==> config.mk <==
export PLATFORM = sky130hd
export DESIGN_NAME = uart_tx_cfg
export DESIGN_NICKNAME = d
export VERILOG_FILES = /design/src/rtl/uart_tx_cfg.sv
export SDC_FILE = /design/constraint.sdc
export NUM_CORES = 1
export LEC_CHECK = 0
export ABC_AREA = 1
export CAP_MARGIN = 20
export CORE_MARGIN = 5
export CORE_UTILIZATION = 50
export DETAILED_ROUTE_END_ITERATION = 16
export PLACE_DENSITY = 0.74
export SLEW_MARGIN = 20
export SYNTH_ARGS = -nofsm -noshare
export SYNTH_HDL_FRONTEND = slang
export SYNTH_SLANG_ARGS = --single-unit
==> constraint.sdc <==
create_clock -name clk -period 2.05 [get_ports clk]
set_input_delay 0.205 -clock clk [delete_from_list [all_inputs] [get_ports clk]]
set_output_delay 0.205 -clock clk [all_outputs]
set_load 0.03 [all_outputs]
==> src/rtl/uart_tx_cfg.sv <==
// Configurable UART transmitter: parameterised data width, parity and stop bits,
// with a valid/ready input and a one-word holding buffer for gap-free frames.
module uart_tx_cfg #(
    parameter int CLOCKS_PER_PULSE = 16,
    parameter int DATA_BITS        = 8,
    parameter int PARITY_EN        = 0,
    parameter int PARITY_ODD       = 0,
    parameter int STOP_BITS        = 1
) (
    input  logic                 clk,
    input  logic                 rstn,
    input  logic [DATA_BITS-1:0] data_in,
    input  logic                 data_valid,
    output logic                 data_ready,
    output logic                 tx,
    output logic                 tx_busy,
    output logic                 tx_done
);
    // state  | meaning
    // IDLE   | line high, waiting for a buffered word
    // START  | start bit (low)
    // DATA   | data bits, LSB first
    // PARITY | optional parity bit
    // STOP   | STOP_BITS stop bits (high); reloads directly from the buffer
    typedef enum logic [2:0] {
        IDLE   = 3'd0,
        START  = 3'd1,
        DATA   = 3'd2,
        PARITY = 3'd3,
        STOP   = 3'd4
    } state_t;

    localparam int            CW        = $clog2(CLOCKS_PER_PULSE);
    localparam int            IW        = $clog2(DATA_BITS);
    localparam logic [CW-1:0] CNT_LAST  = CW'(CLOCKS_PER_PULSE - 1);
    localparam logic [IW-1:0] IDX_LAST  = IW'(DATA_BITS - 1);
    localparam logic          STOP_LAST = (STOP_BITS == 2);
    localparam logic          PAR_ODD   = (PARITY_ODD != 0);

    state_t               state;
    state_t               state_nxt;
    logic [DATA_BITS-1:0] buf_data;
    logic [DATA_BITS-1:0] shreg;
    logic                 buf_full;
    logic                 par_bit;
    logic                 stop_cnt;
    logic [CW-1:0]        bit_cnt;
    logic [IW-1:0]        bit_idx;
    logic                 bit_end;
    logic                 load;
    logic                 tx_nxt;
    logic                 done_nxt;

    assign bit_end    = (bit_cnt == CNT_LAST);
    assign data_ready = !buf_full;
    assign tx_busy    = (state != IDLE) || buf_full;

    always_ff @(posedge clk or negedge rstn) begin
        if (!rstn) state <= IDLE;
        else       state <= state_nxt;
    end

    always_comb begin
        state_nxt = state;
        case (state)
            IDLE:    if (buf_full) state_nxt = START;
            START:   if (bit_end) state_nxt = DATA;
            DATA:    if (bit_end && bit_idx == IDX_LAST)
                         state_nxt = (PARITY_EN != 0) ? PARITY : STOP;
            PARITY:  if (bit_end) state_nxt = STOP;
            STOP:    if (bit_end && stop_cnt == STOP_LAST)
                         state_nxt = buf_full ? START : IDLE;
            default: state_nxt = IDLE;
        endcase
    end

    // tx is registered, so it is given the level of the bit being entered.
    always_comb begin
        tx_nxt   = tx;
        done_nxt = 1'b0;
        load     = 1'b0;
        case (state)
            IDLE: begin
                tx_nxt = 1'b1;
                if (buf_full) begin
                    load   = 1'b1;
                    tx_nxt = 1'b0;
                end
            end
            START:  if (bit_end) tx_nxt = shreg[0];
            DATA: begin
                if (bit_end) begin
                    if (bit_idx == IDX_LAST) tx_nxt = (PARITY_EN != 0) ? par_bit : 1'b1;
                    else                     tx_nxt = shreg[1];
                end
            end
            PARITY: if (bit_end) tx_nxt = 1'b1;
            STOP: begin
                if (bit_end && stop_cnt == STOP_LAST) begin
                    done_nxt = 1'b1;
                    load     = buf_full;
                    tx_nxt   = !buf_full;
                end
            end
            default: tx_nxt = 1'b1;
        endcase
    end

    always_ff @(posedge clk or negedge rstn) begin
        if (!rstn) begin
            tx       <= 1'b1;
            tx_done  <= 1'b0;
            buf_full <= 1'b0;
            buf_data <= '0;
            shreg    <= '0;
            par_bit  <= 1'b0;
            bit_cnt  <= '0;
            bit_idx  <= '0;
            stop_cnt <= 1'b0;
        end else begin
            tx      <= tx_nxt;
            tx_done <= done_nxt;

            if (load) begin
                buf_full <= 1'b0;
            end else if (data_valid && !buf_full) begin
                buf_full <= 1'b1;
                buf_data <= data_in;
            end

            // shreg[0] always holds the bit currently on the line during DATA
            if (load) begin
                shreg   <= buf_data;
                par_bit <= (^buf_data) ^ PAR_ODD;
            end else if (state == DATA && bit_end) begin
                shreg <= shreg >> 1;
            end

            if (load || state == IDLE || bit_end) bit_cnt <= '0;
            else                                  bit_cnt <= bit_cnt + CW'(1);

            if (load)                          bit_idx <= '0;
            else if (state == DATA && bit_end) bit_idx <= bit_idx + IW'(1);

            if (state != STOP) stop_cnt <= 1'b0;
            else if (bit_end)  stop_cnt <= ~stop_cnt;
        end
    end
endmodule

== Yosys cells after proc, flatten, opt, wreduce, memory -nomap -nowiden ==
Index checks and enable logic that the tools add are counted.
Widths: inputs -> output; s select.
Word-level totals
  bits in registers: 30
  bits of input ports: 11
  logic and storage cells: 70
Operators by class
  muxes and demuxes: 28
  bitwise logic cells: 2
  add/subtract/negate cells: 2
  reductions and logical operators: 16
  eq/ne operators: 13
Operators by type and width (number)
  $mux 3: 7
  $mux 8: 2
  $mux 1: 15
  $pmux 3 s5: 1
  $ne 2x2->1 const B: 6
  $eq 3x2->1 const B: 2
  $eq 3x3->1 const B: 2
  $reduce_bool 2->1: 3
  $pmux 1 s5: 1
  $reduce_and 5->1: 1
  $add 4x1->4 const B: 1
  $eq 4x4->1 const B: 1
  $logic_and 1x1->1: 4
  $mux 4: 1
  $reduce_and 4->1: 1
  $add 3x1->3 const B: 1
  $eq 3x1->1 const B: 1
  $logic_not 3->1: 1
  $logic_or 1x1->1: 3
  $ne 3x3->1 const B: 1
  $reduce_bool 3->1: 1
  $not 1->1: 2
  $pmux 1 s2: 1
  $reduce_and 2->1: 1
  $logic_not 1->1: 1

== Logic depth before layout (Yosys ltp) ==
Gate-level depths: netlist of the first run.
  word-level depth: 7
  gate-level depth with buffers: 9
  depth with buffers taken out: 9

== Worst setup path before layout of the first run ==
Ideal clock, no wire load.
  path type: register to register
  start point: reg buf_full
  end point: reg state[1]
  path buffers: 0
  arrival time: 1.299 ns
  setup time: 0.066 ns
  required time: 1.984 ns
  period minus slack after synthesis: 1.365 ns
  slack: 0.685 ns
  cell stages (with the launch flop): 6
  path through: dfrtp_1 inv_1 nand3_1 nand4_1 nand2_1 nand2_1
On the way
  longest elaborated chain between the ends: 2
RTL lines
  start, declared: line 44  | logic buf_full;
  start signal, assigned: line 113  | buf_full <= 1'b0;
  start signal, assigned: line 125  | buf_full <= 1'b0;
  start signal, assigned: line 127  | buf_full <= 1'b1;
  $ne 2x2->1 (no line)
  $reduce_and 5->1 (no line)
  end signal, assigned: line 60  | else state <= state_nxt;
  end, declared: line 40  | state_t state;
No other way between the ends.
A chain may end at the register's enable or synchronous reset.

== Worst setup path in the final report of the first run ==
  start point: reg state[1]
  end point: out tx_busy
On the way
  longest elaborated chain between the ends: 2
RTL lines
  $reduce_bool 3->1: line 56  | assign tx_busy = (state != IDLE) || buf_full;
  $logic_or 1x1->1: line 56
  end, declared: line 16  | output logic tx_busy,
No other way between the ends.

==> results.json, run 1 <==
{
  "row_count": 19,
  "critPathCaptureType": "primary output",
  "diodes": 0,
  "gp_congestion": 0.872,
  "use_met2": 0.263,
  "synth_warnings": 0,
  "routedWlPerCell_um": 12.3,
  "grt-busiest-layer": "met2",
  "synth-seq-cells": 30,
  "grt_usage": 0.148,
  "dieArea_mm2": 0.00397,
  "finalSetupViolations": 0,
  "cts_tree": "done",
  "ios": 15,
  "portBuffers": 14,
  "clkTransAtPathRegs_ns": 0.10,
  "cts_sinks": 30,
  "leakage_nw": 0.806,
  "grt-ovfl-total": 0,
  "worst_path_largest_cell_delay_ns": 0.45,
  "powerDensity_mw_per_mm2": 749,
  "post_cts_buffers": 0,
  "hp-class": "in2async",
  "cts.path.max_buffers": 2,
  "cp_num_buf_inv": 1,
  "final_cells": 204,
  "clk_root_buffer_cell": "clkbuf_4",
  "crit_chain": "nor2_1, nand3_1, dlygate4sd2_1",
  "die_w_um": 63.0,
  "gr-usage-met3": 0.0576,
  "first_global_vias": 1122,
  "synthesis.area_mm2": 0.00141,
  "crit_type": "reg2out",
  "drtPass1Iterations": 4,
  "slew_violations": 0,
  "core_area_mm2": 0.00273,
  "grt_max_degree": 31,
  "antenna_found_initial": 0,
  "routed_wl_um": 2520,
  "status": "finished clean",
  "syn_to_final_growth_pct": 17.1,
  "drv_cap": 0,
  "final_layout_size_suffix_gt1_frac": 0.156,
  "initial_core_util": 0.514,
  "arrival_ns": 1.59,
  "register_area_um2": 752,
  "syn_avg_cell_area_um2": 9.25,
  "peakVddDrop_mv": 0.650,
  "synth_cells": 152,
  "period_needed_ns": 1.79,
  "die_h_um": 63.0,
  "grt_pass1_wl_um": 4680,
  "clock-skew-final_ns": 0.00845,
  "placed_cells": 196,
  "via_per_inst": 5.24,
  "multiInputGateArea_um2": 579,
  "cts-buffers-inserted": 5,
  "use_met1": 0.153,
  "layout.nets": 186,
  "htree_levels": 2,
  "cp-start-kind": "flop",
  "required_ns": 1.85,
  "detailed_place_hpwl_um": 1880,
  "finalCritPeriodShare": 0.874,
  "async_flop_share": 1.00,
  "vias": 1068,
  "cp_top_family": "flip-flops",
  "path_max_fanout": 5,
  "slowest_stage": "dfrtp_1",
  "antenna_left": 0,
  "clk_latency_ns": 0.32,
  "drc": 0,
  "timing_hold_violations_final": 0,
  "slew_headroom": 0.759,
  "tightest_slew_ns": 0.362,
  "finalSetupTns_ns": 0,
  "synth_cell_types": 22,
  "grt_setup_unrepaired": "false",
  "synthFlopType": "dfrtp_1",
  "synth_seq_area_share": 0.535,
  "drt_iter0_markers": 64,
  "fmax_ghz": 0.558,
  "syn_nets": 166,
  "synth-edff-count": 0,
  "nFillCells": 242
}
registers in the layout, summed over array words and instances, names as in the netlist:
signal,count
buf_full,1
state,3
tx_done,1
stop_cnt,1
shreg,8
bit_idx,3
buf_data,8
tx,1
bit_cnt,4
what timing repair did:
action,CTS,global route
gates resized for setup,1,0
setup endpoints to repair,1,0
hold buffers,0,0
worst register-to-register path: stages (launching register included):
cell and delay, ns:
dfrtp_1 0.38, ha_1 0.26, nand4_1 0.21, nand2_1 0.12
nand2_2 0.18, inv_2 0.20, o21ai_0 0.11
layout make-up:
cell class	instances	area share
multi-input combinational	106	0.352
tap	31	0.0236
inverter	14	0.0319
clock inverter	3	0.0243
sequential	30	0.457
timing repair buffer	15	0.0889
clock buffer	5	0.0228
through the flow:
step	hold WS [ns]	total power, mW	setup WS [ns]	instance area [µm²]	utilization
floorplan	-0.0906	0.741	0.685	1410	-
finish	0.255	1.23	0.257	1650	0.602
global placement	0.450	0.786	0.440	1570	0.574
global route	0.287	1.29	0.150	1650	0.602
CTS	0.262	1.25	0.258	1650	0.602
detailed placement	0.453	0.795	0.356	1570	0.574
where the power goes:
group          switching [mW]  leakage [nW]  internal, mW  total, mW
clock network           0.201        0.0450         0.252      0.454
registers              0.0276         0.377         0.650      0.677
logic                  0.0402         0.383        0.0617      0.102
total                   0.269         0.806         0.964       1.23
placed cells by master (no fill, tap or decap), drive strengths merged:
cell / instances
bufinv: 1
mux2: 7
dfstp: 1
nor2: 15
dfrtp: 29
nor3: 1
nand3: 25
o21ai: 2
xor2: 1
inv: 14
clkbuf: 5
xnor2: 2
ha: 3
buf: 1
clkinv: 2
clkdlybuf4s50: 13
a21o: 1
nand4: 4
dlygate4sd2: 1
a21oi: 2
nand2: 43
path summary, 6_finish.rpt:
check | slack (ns) | cells past startpoint | to | startpoint
min in group clk | 0.46 | 3 | buf_data[7] | data_in[7]
worst max register to register | 0.46 | 6 | buf_full | bit_cnt[0]
worst min register to register | 0.46 | 1 | bit_cnt[0] | bit_cnt[0]
max in group asynchronous | 1.48 | 2 | tx | rstn
worst min-delay path | 0.26 | 2 | bit_cnt[3] | rstn
worst max-delay path | 0.26 | 3 | tx_busy | state[1]
synth_stat cells (2+ instances only):
master / instances / area, µm²
a21oi_1: 2 / 10.0
buf_6: 2 / 22.5
dfrtp_1: 29 / 726
ha_1: 3 / 37.5
inv_1: 11 / 41.3
inv_2: 3 / 11.3
mux2_2: 7 / 78.8
nand2_1: 41 / 154
nand2_2: 2 / 12.5
nand3_1: 24 / 120
nand4_1: 4 / 25.0
nor2_1: 12 / 45.0
nor2_4: 2 / 22.5
xnor2_1: 2 / 17.5
cell families (layout without fill, tap and decap cells):
logic type | count (synthesis) | in the layout | share of synthesized area
xor+xnor | 3 | 3 | 0.0187
simple gates | 88 | 88 | 0.290
fa+ha+maj | 3 | 3 | 0.0267
mux | 7 | 7 | 0.0561
flops | 30 | 30 | 0.535
buf+inv | 16 | 37 | 0.0534
compound gates | 5 | 5 | 0.0205
routing by layer:
metal  up-vias  part of all wire
met5         -                 0
met4         0            0.0099
met3         5             0.056
met2        29              0.53
met1       502              0.41
li1        532                 -
(Power assumes the default switching activity.)
==> run 2: changes to the inputs <==
--- a/config.mk
+++ b/config.mk
@@ -10,7 +10,7 @@
 export CORE_MARGIN = 5
 export CORE_UTILIZATION = 50
 export DETAILED_ROUTE_END_ITERATION = 16
-export PLACE_DENSITY = 0.74
+export DONT_BUFFER_PORTS = 1
 export SLEW_MARGIN = 20
 export SYNTH_ARGS = -nofsm -noshare
 export SYNTH_HDL_FRONTEND = slang
==> run 2 against run 1 <==
Net effect: die area is the same; setup slack gained 0.14 ns; via count shrank 4.9%; critical path depth is the same; sequential power is essentially flat; flip-flop and latch count is the same; non-clock buffer count shrank 9; register-to-register slack lost 0.03 ns; sequential share of layout area grew 2.3 points; critical path type unchanged; critical endpoint unchanged; largest power group unchanged.
==> results.json, run 2 (synthesized netlist as in run 1, its figures left out) <==
{
  "status": "finished clean",
  "p_switching_mw": 0.263,
  "routed_wl_um": 2420,
  "cp-start-kind": "flop",
  "gp_congestion": 0.875,
  "dp_slack_ns": 0.419,
  "period_needed_ns": 1.66,
  "die_h_um": 63.0,
  "portBuffers": 0,
  "tightest_slew_ns": 0.406,
  "swShare": 0.217,
  "cts_sinks": 30,
  "clock-skew-final_ns": 0.00717,
  "drt_iter0_markers": 61,
  "fin_hold_ws_ns": 0.0275,
  "dieArea_mm2": 0.00397,
  "htree_levels": 2,
  "arrival_ns": 1.45,
  "cts-buffers-inserted": 5,
  "syn_to_final_growth_pct": 11.5,
  "crit_chain": "nor2_1, nand3_1, buf_4",
  "antenna_left": 0,
  "setup_slack_ns": 0.393,
  "vias": 1016,
  "slowest_stage": "dfrtp_1",
  "grt-ovfl-total": 0,
  "leakage_nw": 0.779,
  "worst_path_largest_cell_delay_ns": 0.45,
  "drv_cap": 0,
  "finalSetupViolations": 0,
  "cts.path.max_buffers": 2,
  "slew_headroom": 0.729,
  "final_layout_size_suffix_gt1_frac": 0.171,
  "diodes": 0,
  "powerDensity_mw_per_mm2": 775,
  "clkPwrFrac": 0.372,
  "detailed_place_hpwl_um": 1750,
  "grt_usage": 0.144,
  "routedWlPerCell_um": 12.4,
  "die_w_um": 63.0,
  "antenna_found_initial": 0,
  "finalSetupTns_ns": 0,
  "seqPwrFrac": 0.556,
  "grt_setup_unrepaired": "false",
  "core_area_mm2": 0.00273,
  "reg2reg_slack_ns": 0.43,
  "grt_pass1_wl_um": 4610,
  "ios": 15,
  "combinationalPowerShare": 0.072,
  "top_regs": "buf_data x8, shreg x8, bit_cnt x4",
  "cts_resized": 0,
  "clk_root_buffer_cell": "clkbuf_4",
  "crit_type": "reg2out",
  "drtPass1Iterations": 4,
  "cts_tree": "done",
  "grt_max_degree": 31,
  "timing_hold_violations_final": 0,
  "slew_violations": 0,
  "required_ns": 1.85,
  "clk_latency_ns": 0.32,
  "final_common_cell": "nand2_1",
  "final_cell_mix": "nand2_1 (41), dfrtp_1 (29), nand3_1 (24)",
  "row_count": 19,
  "finalCritPeriodShare": 0.808,
  "hp-class": "in2reg",
  "p_int_mw": 0.952,
  "cp_top_family": "simple AND/OR/NAND/NOR gates",
  "layout.nets": 177,
  "clkTransAtPathRegs_ns": 0.09,
  "cp_num_buf_inv": 1,
  "drc": 0,
  "path_max_fanout": 5,
  "placed_cells": 182,
  "final_cells": 195,
  "critPathCaptureType": "primary output",
  "first_global_vias": 1102,
  "fmax_ghz": 0.603,
  "via_per_inst": 5.21,
  "peakVddDrop_mv": 0.509,
  "initial_core_util": 0.514
}
-- run 2: through the flow --
step                power, mW   util  instance area, µm²
floorplan               0.741      -                1410
global placement        0.750  0.523                1430
detailed placement      0.754  0.523                1430
CTS                      1.23  0.562                1540
global route             1.29  0.573                1570
finish                   1.22  0.573                1570
-- run 2: path summary, 6_finish.rpt --
kind	end	from	depth (start not counted)
setup / recovery	tx_busy	state[1]	3
hold / removal	buf_data[5]	data_in[5]	1
setup reg to reg	shreg[2]	bit_cnt[0]	7
hold reg to reg	bit_cnt[0]	bit_cnt[0]	1
max in group asynchronous	tx	rstn	2
min in group asynchronous	shreg[0]	rstn	2
-- run 2: worst reg2reg max path: cells and delay by family, from the launching register on --
family / cells / cell delay, ns
buf+inv: 1 / 0.15
fa+ha+maj: 1 / 0.27
flops: 1 / 0.40
simple gates: 5 / 0.69
-- run 2: power by group through the flow --
stage	clock network [mW]	logic (mW)	registers, mW
6_report	0.452	0.0880	0.675
5_1_grt	0.503	0.102	0.685
4_1_cts	0.469	0.0865	0.676
3_5_place_dp	0	0.0670	0.687
3_3_place_gp	0	0.0641	0.686
2_1_floorplan	0	0.0609	0.680
-- run 2: routing by layer --
layer / wire, µm / GRT usage
met1: 1020 / 0.159
met2: 1230 / 0.242
met3: 130 / 0.0558
met4: 46 / 0.0637
met5: 0 / 0
-- run 2: final cells by class --
cell class	count	area [µm²]
multi-input combinational	106	579
fill	238	1170
clock buffer	5	37.5
tap	31	38.8
inverter	14	52.6
sequential	30	752
timing repair buffer	6	67.6
clock inverter	3	40.0
-- run 2: timing repair --
item	in CTS	in global routing
hold buffers	2	3
endpoints found under the setup margin	0	0
hold endpoints to repair	30	3
buffers inserted	0	0
